<file path="src/rtl/l15_req_port_arbiter.sv">
// l15_req_port_arbiter: N-port request arbiter feeding the single L1.5 request
// channel, with per-port credit limits and a reset wake-up sequencer.
// Optional: define L15_ARB_STALL_CNT_EN to build the backpressure stall counter.

// Per-port outstanding-transaction counter
module l15_arb_credit #(
   parameter int CntW           = 3,
   parameter int MaxOutstanding = 4
) (
   input  logic clk_i,
   input  logic reset_l,
   input  logic inc_i,
   input  logic rsp_i,
   output logic below_o,
   output logic zero_o
);
   logic [CntW-1:0] cnt_q, cnt_d;
   logic            dec;

   assign zero_o  = (cnt_q == '0);
   assign below_o = (cnt_q < CntW'(MaxOutstanding));
   // a response against an empty counter is an error upstream, never an underflow
   assign dec     = rsp_i & ~zero_o;

   // grant and response on the same port cancel out
   always_comb begin
      cnt_d = cnt_q;
      if (inc_i && !dec)      cnt_d = cnt_q + CntW'(1);
      else if (dec && !inc_i) cnt_d = cnt_q - CntW'(1);
   end

   // counter register
   always_ff @(posedge clk_i or negedge reset_l) begin
      if (!reset_l) cnt_q <= '0;
      else          cnt_q <= cnt_d;
   end
endmodule

module l15_req_port_arbiter #(
   parameter int NumPorts       = 6,
   parameter int DataWidth      = 128,
   parameter int MaxOutstanding = 4,
   parameter int ArbMode        = 0,
   parameter int WakeUpCycles   = 32768
) (
   input  logic                          clk_i,
   input  logic                          reset_l,
   output logic                          rst_n_o,
   input  logic [NumPorts-1:0]           req_valid_i,
   output logic [NumPorts-1:0]           req_ready_o,
   input  logic [NumPorts*DataWidth-1:0] req_data_i,
   output logic                          out_valid_o,
   input  logic                          out_ready_i,
   output logic [DataWidth-1:0]          out_data_o,
   output logic [$clog2(NumPorts)-1:0]   out_portid_o,
   input  logic                          rsp_valid_i,
   input  logic [$clog2(NumPorts)-1:0]   rsp_portid_i,
   output logic                          busy_o,
   output logic                          err_o,
   output logic [31:0]                   stall_cnt_o
);
   localparam int PidW  = $clog2(NumPorts);
   localparam int CntW  = $clog2(MaxOutstanding + 1);
   localparam int WakeW = $clog2(WakeUpCycles + 1);

   localparam logic [1:0] ST_WAKE = 2'd0;
   localparam logic [1:0] ST_IDLE = 2'd1;
   localparam logic [1:0] ST_HOLD = 2'd2;

   logic [1:0]           state_q, state_d;
   logic [WakeW-1:0]     wake_cnt_q, wake_cnt_d;
   logic                 wake_done_q;
   logic                 wake_hit;
   logic [PidW-1:0]      rr_ptr_q, rr_ptr_d;
   logic [DataWidth-1:0] out_data_q, out_data_d;
   logic [PidW-1:0]      out_pid_q, out_pid_d;
   logic                 err_q;

   logic [NumPorts-1:0]  elig, below, zero, rsp_hit;
   logic                 arb_en, gnt_found, gnt_vld;
   logic [PidW-1:0]      gnt_idx;
   int                   cand;

   // ---------------- wake-up sequencer ----------------
   assign wake_hit   = (wake_cnt_q == WakeW'(WakeUpCycles));
   assign wake_cnt_d = wake_hit ? wake_cnt_q : wake_cnt_q + WakeW'(1);

   // counts up to the target and holds; done rises the cycle after the hit
   always_ff @(posedge clk_i or negedge reset_l) begin
      if (!reset_l) begin
         wake_cnt_q  <= '0;
         wake_done_q <= 1'b0;
      end else begin
         wake_cnt_q  <= wake_cnt_d;
         wake_done_q <= wake_done_q | wake_hit;
      end
   end

   // falls asynchronously with reset_l, rises only once wake-up is done
   assign rst_n_o = reset_l & wake_done_q;

   // ---------------- per-port credit lanes ----------------
   for (genvar p = 0; p < NumPorts; p++) begin : g_lane
      assign rsp_hit[p] = rsp_valid_i && (rsp_portid_i == PidW'(p));
      assign elig[p]    = req_valid_i[p] & below[p];
      l15_arb_credit #(.CntW(CntW), .MaxOutstanding(MaxOutstanding)) u_credit (
         .clk_i   (clk_i),
         .reset_l (reset_l),
         .inc_i   (req_ready_o[p]),
         .rsp_i   (rsp_hit[p]),
         .below_o (below[p]),
         .zero_o  (zero[p])
      );
   end

   // ---------------- arbitration ----------------
   // arbitrate when idle, or when the held request is being taken this cycle
   assign arb_en = (state_q == ST_IDLE) || ((state_q == ST_HOLD) && out_ready_i);

   // first eligible port from the search start (0 in fixed mode, rr_ptr_q in RR)
   always_comb begin
      gnt_found = 1'b0;
      gnt_idx   = '0;
      cand      = 0;
      for (int i = 0; i < NumPorts; i++) begin
         if (ArbMode == 1) cand = (int'(rr_ptr_q) + i) % NumPorts;
         else              cand = i;
         if (!gnt_found && elig[cand]) begin
            gnt_found = 1'b1;
            gnt_idx   = PidW'(cand);
         end
      end
   end

   assign gnt_vld     = arb_en & gnt_found;
   assign req_ready_o = gnt_vld ? (NumPorts'(1) << gnt_idx) : '0;

   // RR pointer holds the next search start; it moves past the winner on a grant
   assign rr_ptr_d = !gnt_vld ? rr_ptr_q :
                     (gnt_idx == PidW'(NumPorts - 1)) ? '0 : gnt_idx + PidW'(1);

   assign out_data_d = gnt_vld ? req_data_i[int'(gnt_idx)*DataWidth +: DataWidth] : out_data_q;
   assign out_pid_d  = gnt_vld ? gnt_idx : out_pid_q;

   // control FSM: WAKE -> IDLE -> HOLD, HOLD re-arbitrates on each handshake
   always_comb begin
      state_d = state_q;
      case (state_q)
         ST_WAKE: if (wake_hit) state_d = ST_IDLE;
         ST_IDLE: if (gnt_vld)  state_d = ST_HOLD;
         ST_HOLD: if (out_ready_i) state_d = gnt_vld ? ST_HOLD : ST_IDLE;
         default: state_d = ST_WAKE;
      endcase
   end

   // state, pointer and payload registers
   always_ff @(posedge clk_i or negedge reset_l) begin
      if (!reset_l) begin
         state_q    <= ST_WAKE;
         rr_ptr_q   <= '0;
         out_data_q <= '0;
         out_pid_q  <= '0;
      end else begin
         state_q    <= state_d;
         rr_ptr_q   <= rr_ptr_d;
         out_data_q <= out_data_d;
         out_pid_q  <= out_pid_d;
      end
   end

   assign out_valid_o  = (state_q == ST_HOLD);
   assign out_data_o   = out_data_q;
   assign out_portid_o = out_pid_q;

   // ---------------- status ----------------
   // sticky error: response to an empty port, or to no port at all (out-of-range id)
   always_ff @(posedge clk_i or negedge reset_l) begin
      if (!reset_l) err_q <= 1'b0;
      else if (rsp_valid_i && !(|(rsp_hit & ~zero))) err_q <= 1'b1;
   end

   assign err_o  = err_q;
   assign busy_o = (|(~zero)) | out_valid_o;

`ifdef L15_ARB_STALL_CNT_EN
   logic [31:0] stall_q;

   // saturating count of cycles the held request is backpressured
   always_ff @(posedge clk_i or negedge reset_l) begin
      if (!reset_l) stall_q <= '0;
      else if (out_valid_o && !out_ready_i && (stall_q != '1)) stall_q <= stall_q + 32'd1;
   end

   assign stall_cnt_o = stall_q;
`else
   assign stall_cnt_o = '0;
`endif
endmodule

</file>
<file path="config.mk">
export PLATFORM = sky130hd
export DESIGN_NAME = l15_req_port_arbiter
export DESIGN_NICKNAME = d
export VERILOG_FILES = /design/src/rtl/l15_req_port_arbiter.sv
export SDC_FILE = /design/constraint.sdc
export NUM_CORES = 1
export LEC_CHECK = 0
export CAP_MARGIN = 10
export CORE_AREA = 2 2 374 376
export CTS_BUF_LIST = sky130_fd_sc_hd__clkbuf_8 sky130_fd_sc_hd__clkbuf_16
export DETAILED_ROUTE_END_ITERATION = 12
export DIE_AREA = 0 0 376 378
export HOLD_SLACK_MARGIN = 0.06
export PLACE_DENSITY = 0.32
export SLEW_MARGIN = 40
export SYNTH_ARGS = -nofsm -noshare
export SYNTH_HDL_FRONTEND = slang
export SYNTH_SLANG_ARGS = --single-unit
</file>
<file path="constraint.sdc">
create_clock -name clk_i -period 5 [get_ports clk_i]
set_input_delay 1 -clock clk_i [delete_from_list [all_inputs] [get_ports clk_i]]
set_output_delay 1 -clock clk_i [all_outputs]
set_load 0.01 [all_outputs]
</file>
Word level (Yosys, flattened, before mapping)
Cells that the tools add are included.
{"block": "totals", "reg_bits": 169, "input_bits": 781, "word_cells": 158}
{"block": "op_classes", "add_sub_neg": 13, "magnitude_cmp": 6, "n_eq_ne": 11, "shifts": 2, "n_mux": 29, "bitwise_logic": 24, "n_reduce_logical": 61}
{"operator": "variable part select 768 x 11 -> 128 bit", "n": 1}
{"operator": "2-to-1 mux 3 bit", "n": 14}
{"operator": "logical AND 1 bit", "n": 25}
{"operator": "logical NOT 3 bit", "n": 7}
{"operator": "adder 3 x 1 -> 3 bit (second input constant)", "n": 6}
{"operator": "logical NOT 1 bit", "n": 18}
{"operator": "< comparator 3 bit (second input constant)", "n": 6}
{"operator": "subtractor 3 x 1 -> 3 bit (second input constant)", "n": 6}
{"operator": "adder 16 x 1 -> 16 bit (second input constant)", "n": 1}
{"operator": "equality test 16 bit (second input constant)", "n": 1}
{"operator": "bitwise AND 1 bit", "n": 14}
{"operator": "2-to-1 mux 2 bit", "n": 6}
{"operator": "nonzero test 2 bit", "n": 6}
{"operator": "OR reduction 6 bit", "n": 2}
{"operator": "2-to-1 mux 1 bit", "n": 7}
{"operator": "bitwise AND 6 bit", "n": 1}
{"operator": "equality test 3 x 2 -> 1 bit (second input constant)", "n": 2}
{"operator": "equality test 3 bit (second input constant)", "n": 2}
{"operator": "2-to-1 mux 6 bit", "n": 1}
{"operator": "NOT 1 bit", "n": 6}
{"operator": "NOT 6 bit", "n": 1}
{"operator": "case mux 2 bit (3 select lines)", "n": 1}
{"operator": "<< shifter 1 x 3 -> 6 bit (first input constant)", "n": 1}
{"operator": "!= test 2 bit (second input constant)", "n": 2}
{"operator": "other kinds (8)", "n": 9}

Longest topological paths before layout
{"block": "logic_depth", "ltp_word": 24, "depth_mapped": 13, "depth_no_buf": 11}

Modules after synthesis
Synthesis repeated with hierarchy kept, for this count alone.
{"block": "hier_totals", "cells_unflattened": 1187, "hier_area_um2": 12160.4}
{"module": "l15_req_port_arbiter", "instances": 1, "cells_each": 1103, "area_per_inst_um2": 11154.4, "seq_area_each_um2": 3778.6}
{"module": "l15_arb_credit", "instances": 6, "cells_each": 14, "area_per_inst_um2": 167.7, "seq_area_each_um2": 75.1}

Worst setup path before layout
OpenSTA, ideal clock, no wires.
{"block": "synth_path", "path_type": "input to output", "start": "input req_valid_i[0]", "end": "output req_ready_o[3]", "t_arrival_ns": 2.347, "required_ns": 4.000, "slack_ns": 1.653, "path_stages": 8, "path_buffers": 4, "cell_sequence": "or2b_4 > nand4_4 > o21bai_1 > buf_2 > buf_2 > buf_2 > nor3_1 > buf_4"}
{"block": "synth_between", "elab_chain_cells": 19}
{"element": "from (decl)", "line": "49", "rtl": "input logic [NumPorts-1:0] req_valid_i,"}
{"element": "bitwise AND 1 bit (*)", "line": "105", "rtl": "assign elig[p] = req_valid_i[p] & below[p];"}
{"element": "2-to-1 mux 1 bit (*)", "line": "128", "rtl": "if (!gnt_found && elig[cand]) begin"}
{"element": "logical NOT 1 bit", "line": "128"}
{"element": "logical AND 1 bit", "line": "128"}
{"element": "2-to-1 mux 1 bit", "line": "128"}
{"element": "logical NOT 1 bit", "line": "128"}
{"element": "logical AND 1 bit", "line": "128"}
{"element": "2-to-1 mux 1 bit", "line": "128"}
{"element": "[3 not listed]"}
{"element": "logical NOT 1 bit", "line": "128"}
{"element": "logical AND 1 bit", "line": "128"}
{"element": "2-to-1 mux 1 bit", "line": "128"}
{"element": "logical NOT 1 bit", "line": "128"}
{"element": "logical AND 1 bit", "line": "128"}
{"element": "2-to-1 mux 3 bit or 2-to-1 mux 1 bit (tied branches)", "line": "128"}
{"element": "<< shifter 1 x 3 -> 6 bit or bitwise AND 1 bit (tied branches)", "line": "136, 135"}
{"element": "2-to-1 mux 6 bit (*)", "line": "136", "rtl": "assign req_ready_o = gnt_vld ? (NumPorts'(1) << gnt_idx) : '0;"}
{"element": "to (decl)", "line": "50", "rtl": "output logic [NumPorts-1:0] req_ready_o,"}
Every way passes the cells marked *; elsewhere a longest branch is shown, timed or not.

Worst setup path in the final report
{"block": "layout_path", "start": "input req_valid_i[2]", "end": "output req_ready_o[1]"}
{"block": "layout_between", "elab_chain_cells": 14}
{"element": "bitwise AND 1 bit (*)", "line": "105"}
{"element": "logical AND 1 bit (*)", "line": "128"}
{"element": "2-to-1 mux 1 bit", "line": "128"}
{"element": "logical NOT 1 bit", "line": "128"}
{"element": "logical AND 1 bit", "line": "128"}
{"element": "2-to-1 mux 1 bit", "line": "128"}
{"element": "logical NOT 1 bit", "line": "128"}
{"element": "logical AND 1 bit", "line": "128"}
{"element": "2-to-1 mux 1 bit", "line": "128"}
{"element": "logical NOT 1 bit", "line": "128"}
{"element": "logical AND 1 bit", "line": "128"}
{"element": "2-to-1 mux 3 bit or 2-to-1 mux 1 bit (tied branches)", "line": "128"}
{"element": "<< shifter 1 x 3 -> 6 bit or bitwise AND 1 bit (tied branches)", "line": "136, 135"}
{"element": "2-to-1 mux 6 bit (*)", "line": "136"}
Marked as above.

==> impl_metrics.ini <==
[status]
status = finished clean

[placed_design]
pre_cts_ws_ns = 0.501
place_hpwl_um = 69400
dpl.cell_count = 3766
gp_congestion = 0.804
io_buffers = 921
dpl_cell_area_sq_mm = 0.0234

[layout]
drive_gt1_share_pct = 10.6
post-route-cell-area_sq_mm = 0.0240
fin_nets = 2774
fill_cells = 15409
fin_util_pct = 17.3
syn_to_final_growth_pct = 90.4
layoutNonFillerInstCount = 3801

[job]
cap_viol_max_count = 0

[yosys]
ys_seq_area_share_pct = 33.6
synth_async_sr_flop_share_pct = 100
syn_area_per_cell_sq_um = 11.3
synthesis.area_sq_mm = 0.0126
synth-seq-cells = 169
synth_edf_count = 0
synthCells = 1115
yosys.cell_types.count = 50
synth_ff_type = dfrtp_1
ys_warn_count = 0

[clock_tree]
cts_tree = yes
cts.sinks = 169
htreeDepth = 4
cts_made_buffers = 17
clk_pin_slew_worst_paths_ns = 0.08
cts_root_buf = clkbuf_16
clk_latency_ns = 0.53
post_cts_buffers = 0
cts.repair.resized = 0
cts_buffer_depth = 2
hold_buffers = 0

[floorplan]
fp.dieH_um = 378
die_w_um = 376
dieArea_sq_mm = 0.142
boundaryPins = 954
coreArea_sq_mm = 0.139
rows = 137
initial_core_util_pct = 9.09

[routing]
dr.pass1.iters = 8
wl_um = 85000
vias = 13349
drc = 0
drt_iter0_drc = 1083
vias_per_cell = 3.51
wl_per_cell_um = 22.4
drt.antenna.violating_nets = 0

[power_and_ir_drop]
power_density_mw_per_mm2 = 392
total_power_mw = 9.41
worst_ir_drop_vdd_v = 0.000249
p_leak_nw = 8.68

[sta]
rsz0062_at_grt = false
finClkSkew_ns = 0.0124
tns_ns = 0
final.min_clock_period_ns = 4.32
fmax_ghz = 0.232
finalHoldViolations = 0
fin_crit_sh_pct = 86.4
max_slew_margin_pct = 46.7
hold_slack_ns = 0.389
drv_slew = 0
setup_slack_ns = 0.681
worst_pin_slew_ns = 0.799
setup_violations = 0

[global_routing]
grt_pass1_wl_um = 113000
grt_max_degree = 94
antenna_found_initial = 24
gr-total-overflow = 0
track_usage_pct = 11.4
first_global_vias = 14416

[worst_setup_path]
max_stage_delay_ns = 0.63
required_ns = 4.00
critPathSlowestCell = clkdlybuf4s50_1
path_cells = clkdlybuf4s50_1 -> and2b_1 -> o21ai_1 -> a21oi_1 -> nor3_1 -> clkdlybuf4s50_1
timing.rr.start = g_lane[1].u_credit.cnt_q[2]$_DFFE_PN0P_
cp.arrival_ns = 3.32
cpMostUsedCell = clkdlybuf4s50_1
r2r_cells = 7
critPathMaxFanout = 3
path_class = input port to primary output
r2r_slack_ns = 1.86
start_kind = input port
worstSetupEndpointType = primary output
r2r_end = out_data_o[37]$_DFFE_PN0P_

[worst_hold_path]
hold_class = input port to asynchronous set/reset pin
-- layer usage --
layer | GRT usage [%] | vias to the layer above | part of all wire [%]
met5 | 0 | - | 0.092
met4 | 2.44 | 12 | 1.3
li1 | - | 6074 | -
met2 | 21.1 | 601 | 53
met1 | 12.6 | 6597 | 38
met3 | 3.60 | 65 | 7.4
-- worst max-delay path: cells and delay by family --
family | cells | cell delay [ns]
AND/OR/NAND/NOR | 2 | 0.60
buffers and inverters | 2 | 1.09
AO/OA/AOI/OAI | 2 | 0.62
-- sequential cells by signal (all words and copies together) (netlist names) --
signal and cells:
out_portid_o 3, err_o 1, wake_cnt_q 16, state_q 2, out_data_o 128, wake_done_q 1, g_lane.u_credit.cnt_q 18
-- final cells by class --
class | count | area (sq um) | area share, %
Antenna cell | 2 | 5.00 | 0.0209
Clock buffer | 17 | 425 | 1.77
Clock inverter | 15 | 166 | 0.694
Inverter | 13 | 48.8 | 0.203
Multi-Input combinational cell | 827 | 7300 | 30.4
Sequential cell | 169 | 4230 | 17.6
Tap cell | 1807 | 2260 | 9.43
Timing Repair Buffer | 951 | 9550 | 39.8
-- how the worst max path moves through the flow --
stage,from,depth (start not counted),end
2_1_floorplan,req_valid_i[0],8,req_ready_o[3]
3_5_place_dp,req_valid_i[0],5,req_ready_o[4]
6_report,req_valid_i[2],6,req_ready_o[1]
3_3_place_gp,req_valid_i[2],5,req_ready_o[4]
4_1_cts,req_valid_i[0],5,req_ready_o[4]
5_1_grt,req_valid_i[0],5,req_ready_o[4]
-- layout by cell type, fill, tap and decap left out, types with 10 or more instances in the layout --
cell type	Yosys	layout
clkdlybuf4s50_1	0	920
mux2i_1	257	257
dfrtp_1	169	169
mux2_2	134	134
o21ai_1	129	129
a222oi_1	128	128
conb_1	1	32
buf_4	39	21
nor2_1	18	18
xnor2_1	18	18
clkbuf_16	0	17
xor2_1	14	14
inv_1	13	13
nand2_1	14	13
nor3_1	10	10
-- power by group --
group	switching (mW)	internal [mW]
Clock	0.791	0.675
Sequential	0.435	1.93
Combinational	2.52	3.06
-- cells by family (layout without fill, tap and decap cells) --
family	Yosys count	count (layout)	synth area share, %
AO/OA/AOI/OAI	272	272	16.3
XOR/XNOR	32	32	2.23
adder cells (fa/ha/maj)	14	14	1.75
buffers and inverters	150	996	9.81
flip-flops	169	169	33.6
multiplexers	391	391	32.4
other	1	34	0.0298
AND/OR/NAND/NOR	86	86	3.94
-- cells in the mapped netlist, drive strengths merged, types with 2 or more instances --
library cell	n	area share (%)
o21bai	2	0.12
xnor2	18	1.3
nand4	9	0.57
inv	13	0.39
ha	8	0.79
and4	2	0.14
a222oi	128	10
dfrtp	169	34
mux2i	257	20
nor4	2	0.099
nand2b	6	0.42
nor3	11	0.48
xor2	14	0.97
nor2	18	0.54
a21oi	3	0.15
mux2	134	12
buf	98	8.1
clkbuf	38	1.1
nand3b	3	0.18
nand2	14	0.42
nand3	7	0.28
nor2b	4	0.22
fa	6	0.95
o21ai	135	5.4
Power figures use the tool's default switching activity.
